$ cat config.mk
export PLATFORM = sky130hd
export DESIGN_NAME = pc_seq_unit_flat
export DESIGN_NICKNAME = d
export VERILOG_FILES = /design/src/rtl/pc_seq_unit_if.sv /design/src/rtl/pc_seq_unit.sv /design/src/flat_wrapper.sv
export SDC_FILE = /design/constraint.sdc
export NUM_CORES = 1
export LEC_CHECK = 0
export CAP_MARGIN = 10
export CELL_PAD_IN_SITES_DETAIL_PLACEMENT = 1
export CELL_PAD_IN_SITES_GLOBAL_PLACEMENT = 1
export CORE_MARGIN = 4
export CORE_UTILIZATION = 47
export DETAILED_ROUTE_END_ITERATION = 7
export GPL_TIMING_DRIVEN = 0
export PLACE_DENSITY = 0.88
export SYNTH_ARGS = -nofsm -noshare
export SYNTH_HDL_FRONTEND = slang
export SYNTH_SLANG_ARGS = --single-unit
$ cat constraint.sdc
create_clock -name clk -period 3.93 [get_ports clk]
set_input_delay 0.5895 -clock clk [delete_from_list [all_inputs] [get_ports clk]]
set_output_delay 0.5895 -clock clk [all_outputs]
set_load 0.05 [all_outputs]
$ cat src/rtl/pc_seq_unit_if.sv
// Fetch-head bus for pc_seq_unit: decode-side controls in, current PC and
// return-address-stack status out.
interface pc_seq_unit_if #(
  parameter int WIDTH     = 32,
  parameter int RAS_DEPTH = 4
) ();
  localparam int CNT_W = $clog2(RAS_DEPTH) + 1;

  logic             ena;
  logic [2:0]       mode;
  logic [WIDTH-1:0] data_in;
  logic [WIDTH-1:0] data_out;
  logic [CNT_W-1:0] ras_count;
  logic             ras_empty;
  logic             ras_full;
  logic             ras_ovf;
  logic             ras_unf;

  modport master (
    output ena, mode, data_in,
    input  data_out, ras_count, ras_empty, ras_full, ras_ovf, ras_unf
  );

  modport slave (
    input  ena, mode, data_in,
    output data_out, ras_count, ras_empty, ras_full, ras_ovf, ras_unf
  );
endinterface

$ cat src/rtl/pc_seq_unit.sv
// Program-counter sequencer: next-PC generation (inc/branch/jump/exception)
// plus a circular return-address stack for call/return.
module pc_seq_unit #(
  parameter int                   WIDTH     = 32,
  parameter logic [WIDTH-1:0]     RESET_VEC = '0,
  parameter logic [WIDTH-1:0]     EXC_VEC   = WIDTH'(4),
  parameter int                   STEP      = 4,
  parameter int                   RAS_DEPTH = 4
) (
  input logic          clk,
  input logic          rst,
  pc_seq_unit_if.slave bus
);
  localparam int PTR_W = $clog2(RAS_DEPTH);
  localparam int CNT_W = PTR_W + 1;

  localparam logic [2:0] MODE_HOLD   = 3'b000;
  localparam logic [2:0] MODE_INC    = 3'b001;
  localparam logic [2:0] MODE_BRANCH = 3'b010;
  localparam logic [2:0] MODE_JUMP   = 3'b011;
  localparam logic [2:0] MODE_CALL   = 3'b100;
  localparam logic [2:0] MODE_RET    = 3'b101;
  localparam logic [2:0] MODE_EXC    = 3'b110;

  localparam logic [WIDTH-1:0] STEP_W   = WIDTH'(STEP);
  localparam logic [CNT_W-1:0] CNT_FULL = CNT_W'(RAS_DEPTH);

  logic [WIDTH-1:0] pc_q, pc_d;
  logic [PTR_W-1:0] wp_q, wp_d;
  logic [CNT_W-1:0] count_q, count_d;
  logic             ovf_q, ovf_d;
  logic             unf_q, unf_d;
  logic [WIDTH-1:0] ras_mem_q [RAS_DEPTH];

  logic             push_en;
  logic [WIDTH-1:0] push_data;
  logic [WIDTH-1:0] pc_plus_step;
  logic [PTR_W-1:0] top_idx;
  logic             ras_is_empty;
  logic             ras_is_full;

  assign pc_plus_step = pc_q + STEP_W;
  assign top_idx      = wp_q - PTR_W'(1);
  assign ras_is_empty = (count_q == '0);
  assign ras_is_full  = (count_q == CNT_FULL);

  always_comb begin
    pc_d      = pc_q;
    wp_d      = wp_q;
    count_d   = count_q;
    ovf_d     = ovf_q;
    unf_d     = unf_q;
    push_en   = 1'b0;
    push_data = pc_plus_step;

    if (bus.ena) begin
      unique case (bus.mode)
        MODE_HOLD: ;
        MODE_INC:    pc_d = pc_plus_step;
        MODE_BRANCH: pc_d = pc_q + bus.data_in;
        MODE_JUMP:   pc_d = bus.data_in;
        MODE_CALL: begin
          // When full the write lands on the oldest slot, so the stack keeps
          // the most recent RAS_DEPTH return addresses.
          push_en = 1'b1;
          wp_d    = wp_q + PTR_W'(1);
          pc_d    = bus.data_in;
          if (ras_is_full) begin
            ovf_d = 1'b1;
          end else begin
            count_d = count_q + CNT_W'(1);
          end
        end
        MODE_RET: begin
          if (ras_is_empty) begin
            pc_d  = EXC_VEC;
            unf_d = 1'b1;
          end else begin
            wp_d    = top_idx;
            count_d = count_q - CNT_W'(1);
            pc_d    = ras_mem_q[top_idx];
          end
        end
        MODE_EXC:    pc_d = EXC_VEC;
        default: ;
      endcase
    end
  end

  always_ff @(posedge clk) begin
    if (rst) begin
      pc_q    <= RESET_VEC;
      wp_q    <= '0;
      count_q <= '0;
      ovf_q   <= 1'b0;
      unf_q   <= 1'b0;
    end else begin
      pc_q    <= pc_d;
      wp_q    <= wp_d;
      count_q <= count_d;
      ovf_q   <= ovf_d;
      unf_q   <= unf_d;
    end
  end

  // Stack contents carry no reset; only the write is blocked while rst is high.
  always_ff @(posedge clk) begin
    if (!rst && push_en) begin
      ras_mem_q[wp_q] <= push_data;
    end
  end

  assign bus.data_out  = pc_q;
  assign bus.ras_count = count_q;
  assign bus.ras_empty = ras_is_empty;
  assign bus.ras_full  = ras_is_full;
  assign bus.ras_ovf   = ovf_q;
  assign bus.ras_unf   = unf_q;
endmodule

$ cat src/flat_wrapper.sv
// flat-port wrapper written by rule: the top's interface ports become plain ports
module pc_seq_unit_flat 
#(
  parameter int                   WIDTH     = 32,
  parameter logic [WIDTH-1:0]     RESET_VEC = '0,
  parameter logic [WIDTH-1:0]     EXC_VEC   = WIDTH'(4),
  parameter int                   STEP      = 4,
  parameter int                   RAS_DEPTH = 4
)
  (clk, rst, bus_ena, bus_mode, bus_data_in, bus_data_out, bus_ras_count, bus_ras_empty, bus_ras_full, bus_ras_ovf, bus_ras_unf);
  pc_seq_unit_if #(.WIDTH(WIDTH), .RAS_DEPTH(RAS_DEPTH)) bus_i ();
  input logic clk;
  input logic rst;
  input wire logic [$bits(bus_i.ena)-1:0] bus_ena;
  input wire logic [$bits(bus_i.mode)-1:0] bus_mode;
  input wire logic [$bits(bus_i.data_in)-1:0] bus_data_in;
  output wire logic [$bits(bus_i.data_out)-1:0] bus_data_out;
  output wire logic [$bits(bus_i.ras_count)-1:0] bus_ras_count;
  output wire logic [$bits(bus_i.ras_empty)-1:0] bus_ras_empty;
  output wire logic [$bits(bus_i.ras_full)-1:0] bus_ras_full;
  output wire logic [$bits(bus_i.ras_ovf)-1:0] bus_ras_ovf;
  output wire logic [$bits(bus_i.ras_unf)-1:0] bus_ras_unf;
  assign bus_i.ena = bus_ena;
  assign bus_i.mode = bus_mode;
  assign bus_i.data_in = bus_data_in;
  assign bus_data_out = bus_i.data_out;
  assign bus_ras_count = bus_i.ras_count;
  assign bus_ras_empty = bus_i.ras_empty;
  assign bus_ras_full = bus_i.ras_full;
  assign bus_ras_ovf = bus_i.ras_ovf;
  assign bus_ras_unf = bus_i.ras_unf;
  pc_seq_unit #(.WIDTH(WIDTH), .RESET_VEC(RESET_VEC), .EXC_VEC(EXC_VEC), .STEP(STEP), .RAS_DEPTH(RAS_DEPTH)) u_core (.clk(clk), .rst(rst), .bus(bus_i));
endmodule
; Word level (Yosys, flattened, before mapping)
; Memory sizes are Yosys's and may differ from the RTL's.
; Cells that the tools add are included.
[totals]
out_inout_bits = 39
mem_count = 1
ramBits = 128
elab_cells = 43
inputBits = 38
register_bits = 39
[mem_list]
columns = memory, words, word_bits, read_ports, rd_ports_with_merged_regs, wr, line_no
row1 = u_core.ras_mem_q, 4, 32, 1, 0, 1, pc_seq_unit.sv:33  ; logic [WIDTH-1:0] ras_mem_q [RAS_DEPTH];
[op_classes]
n_reduce_logical = 11
eq_ne = 9
add_sub_neg = 6
n_mux = 11
[op_table]
columns = op, count
row1 = 32-bit one-hot mux with 5 select lines, 1
row2 = 32-bit by 3-bit adder with 32-bit output (second input constant), 1
row3 = 32-bit adder, 1
row4 = 32-bit two-way mux, 1
row5 = 3-bit equality test (second input constant), 4
row6 = 3-bit AND reduction, 3
row7 = 3-bit by 2-bit equality test with 1-bit output (second input constant), 2
row8 = 3-bit two-way mux, 2
row9 = 3-bit one-hot mux with 2 select lines, 1
row10 = 5-bit nonzero test, 1
row11 = 1-bit two-way mux, 4
row12 = 2-bit != test (second input constant), 2
row13 = 2-bit one-hot mux with 2 select lines, 1
row14 = 4-bit AND reduction, 1
row15 = 3-bit by 1-bit adder with 3-bit output (second input constant), 1
row16 = 3-bit by 1-bit equality test with 1-bit output (second input constant), 1
row17 = 3-bit logical NOT, 1
row18 = 3-bit by 1-bit subtractor with 3-bit output (second input constant), 1
row19 = 2-bit by 1-bit adder with 2-bit output (second input constant), 1
row20 = 2-bit two-way mux, 1
row21 = 2-bit AND reduction, 1
row22 = 2-bit nonzero test, 1
row23 = 2-bit OR reduction, 1
row24 = 2-bit by 1-bit subtractor with 2-bit output (second input constant), 1
row25 = other kinds (2), 2

; Longest topological paths before layout
[logic_depth]
word_depth = 6
ltp_mapped = 11
mapped_depth_nobuf = 10

; Worst setup path after synthesis
; No wires, ideal clock.
[synth_timing]
path_type = register to register
startpoint = register u_core.wp_q[0]
endpoint = register u_core.pc_q[30], in the netlist u_core.bus.data_out[30]
synth_period_minus_slack_ps = 3074
setup_time_ps = 137
path_stages_with_launch = 12
path_slack_ps = 856
required_time_ps = 3793
t_arrival_ps = 2937
path_buffers = 4
cell_sequence = dfxtp_1 buf_2 buf_1 inv_1 ha_1 clkbuf_1 clkbuf_1 mux4_2 a221oi_1 o311ai_0 o21ai_1 a221oi_2
[synth_between]
elab_chain_len = 4
[synth_rtl]
columns = item, line_no
row1 = "start, declared", pc_seq_unit.sv:29  ; logic [PTR_W-1:0] wp_q, wp_d;
row2 = "start signal, assigned", pc_seq_unit.sv:99  ; wp_q <= wp_d;
row3 = 2-bit by 1-bit subtractor with 2-bit output, pc_seq_unit.sv:43  ; assign top_idx = wp_q - PTR_W'(1);
row4 = memory 4 x 32 bit, --
row5 = 32-bit two-way mux, pc_seq_unit.sv:75  ; if (ras_is_empty) begin
row6 = 32-bit one-hot mux with 5 select lines, pc_seq_unit.sv:57  ; unique case (bus.mode)
row7 = "end signal, assigned", pc_seq_unit.sv:98  ; pc_q <= pc_d;
row8 = "end, declared", pc_seq_unit.sv:28  ; logic [WIDTH-1:0] pc_q, pc_d;
; Every way passes these cells.
; A chain may end at the register's enable or synchronous reset.

; Worst setup path after layout
; Same ends and word-level chain as after synthesis.

==> flow_summary.yaml <==
status:
  status: "complete, no violations"
synthesis:
  yosysTopAreaCell: "edfxtp_1"
  synth_ff_type: "edfxtp_1"
  netlist_top_cells_area: "edfxtp_1 42%, dfxtp_1 8.5%, mux4_2 7.9%"
  yosysUniqueCellTypes: 63
  synth-seq-cells: 167
  synth_area_per_cell_sq_um: 11.8
  synth_top_area_share_pct: 42.0
  syn_area_sq_um: 9160
  yosys_warnings: 0
  synth-edff-count: 128
  yosysSeqAreaShare_pct: 50.5
  syn-num-nets: 855
  async_flop_share_pct: 0
  synthCells: 779
floorplanning:
  dieArea_sq_um: 21800
  fp-row-count: 50
  io_pins: 77
  die_x_um: 148
  coreArea_sq_um: 19000
  dieHeight_um: 148
  start_util_pct: 48.3
drt:
  drt_first_pass_iters: 5
  drt_iter0_drc: 842
  vias_per_cell: 6.63
  drt_wl_total_mm: 31.4
  vias: 7614
  drc: 0
  ant_nets: 0
  wl_per_cell_um: 27.3
global_routing:
  grt_pass1_vias: 8087
  grt_overflow_total: 0
  grt_pass1_wl_mm: 47.6
  grt_start_max_net_pins: 19
  grt.total_usage_pct: 29.0
  antenna_found_initial: 0
clocking:
  cts_tree: "done"
  postCtsSetupBuffers: 0
  root_buffer: "clkbuf_16"
  clk_pin_slew_worst_paths_ns: 0.07
  clk_path_buf_depth: 2
  htreeDepth: 4
  clock_sinks: 167
  clock_latency_ns: 0.44
  postCtsHoldBufs: 0
  numCtsBuffers: 17
critical_path:
  cp-end-kind: "flip-flop"
  cp-start-kind: "flip-flop"
  arrival_ns: 4.01
  crit_required_ns: 4.21
  path_max_fanout: 10
  path_class: "reg -> reg"
timing:
  fin_crit_ns: 3.72
  slew_headroom_pct: 30.6
  timing.fmax_mhz: 269
  clock_skew_ns: 0.00915
  tightest_slew_ns: 1.04
  rsz0062_at_grt: "false"
  final_max_slew_viol_count: 0
  whs_ns: 0.494
  setup_tns_ns: 0
  fin_crit_sh_pct: 94.7
  setup_slack_ns: 0.207
  final-setup-viol-count: 0
  hold_violations: 0
power_and_ir_drop:
  ir_worst_vdd_mv: 0.285
  p_total_w: 0.00468
  powerDensity_nw_per_um2: 428
  power.leakage_nw: 3.87
layout:
  final_common_cell: "edfxtp_1"
  antennaDiodeCount: 0
  syn_to_final_growth_pct: 19.5
  nets: 952
  final_layout_size_suffix_gt1_share_pct: 10.8
  postLayoutCellArea_sq_um: 11000
  final_cell_mix: "128 x edfxtp_1, 74 x clkdlybuf4s50_1, 60 x nand2_1"
placed_design:
  placed_area_sq_um: 10300
  io_buffers: 74
  gp_congestion: 0.959
  dp_hpwl_mm: 22.0
  place_ws_ns: -0.340
worst_hold_path:
  hold_class: "reg -> reg"
job:
  cap_violations: 0
per-stage QoR:
step           cells  util, %
2_1_floorplan    779        -
3_3_place_gp    1113     54.0
3_5_place_dp    1117     54.4
4_1_cts         1149     57.8
5_1_grt         1149     57.8
6_report        1149     57.8
synthesized netlist by cell type, types with 4 or more instances:
cell and n:
xnor2_1 36, o31ai_1 4, a211oi_1 7, nand2_1 60, a221o_1 17, a22oi_1 7
o21ai_1 4, dfxtp_1 39, nor3_1 23, and4_1 5, a21o_1 16, o21ai_0 30
and2_1 12, ha_1 36, a31oi_1 8, nand3_1 22, o22ai_1 4, a221oi_1 20
inv_1 15, a21oi_1 49, edfxtp_1 128, o21a_1 6, nor2_1 51, buf_2 11
or3_1 6, clkbuf_1 23, xor2_1 22, and3_1 15, nand4_1 8, nand2b_1 6
o211ai_1 7, mux4_2 32
layer usage:
metal | wire (um) | global-route usage, %
met5 | 0 | 0
met4 | 1150 | 12.4
met3 | 2820 | 7.08
met2 | 15000 | 47.1
met1 | 12400 | 37.2
report_power, final:
group          internal (W)  leakage (nW)  switching [W]
Clock               0.00108         0.304       0.000720
Combinational      0.000324          2.11       0.000554
Sequential          0.00194          1.45      0.0000647
Total               0.00334          3.87        0.00134
sequential cells by signal (all words and copies together) (netlist names):
signal                flops
u_core.bus.ras_ovf        1
u_core.ras_mem_q        128
u_core.wp_q               2
u_core.bus.ras_unf        1
u_core.bus.data_out      32
u_core.bus.ras_count      3
area by class of cell:
type | instances | area [sq um]
Fill cell | 1947 | 8000
Sequential cell | 167 | 4620
Multi-Input combinational cell | 559 | 4320
Timing Repair Buffer | 78 | 828
Clock buffer | 19 | 443
Tap cell | 260 | 325
Clock inverter | 13 | 176
Buffer | 38 | 175
Inverter | 15 | 56.3
cell families (layout without fill, tap and decap cells):
logic type               Yosys count  after routing  share of synthesized area [%]
AO/OA/AOI/OAI                    207            207                           15.8
AND/OR/NAND/NOR                  223            223                           12.5
flip-flops                       167            167                           50.5
XOR/XNOR                          58             58                           5.54
multiplexers                      33             33                           7.97
buffers and inverters             53            163                           2.40
adder cells (fa/ha/maj)           38             38                           5.35
timing repair:
item                       CTS  global route
gates resized for setup      3             5
setup endpoints to repair   26             7
pin swaps                    0             0
worst paths after layout:
| check | start | to | slack (ns) | depth (start not counted) |
|---|---|---|---|---|
| worst max register to register | u_core.wp_q[0] | u_core.bus.data_out[30] | 0.21 | 11 |
| worst min-delay path | u_core.bus.ras_unf | u_core.bus.ras_unf | 0.49 | 2 |
| worst max-delay path | u_core.wp_q[0] | u_core.bus.data_out[30] | 0.21 | 11 |
| worst min register to register | u_core.bus.ras_unf | u_core.bus.ras_unf | 0.49 | 2 |
critical path, stage by stage, from the launching register on:
cell	delay (ns)
dfxtp_1	0.36
buf_2	0.26
clkdlybuf4s15_2	0.54
inv_1	0.15
ha_1	0.31
clkbuf_1	0.32
clkbuf_2	0.44
mux4_2	0.38
a221oi_1	0.30
o311ai_0	0.22
o21ai_1	0.22
a221oi_2	0.08
Note: power is estimated with default switching activity, not from simulation.
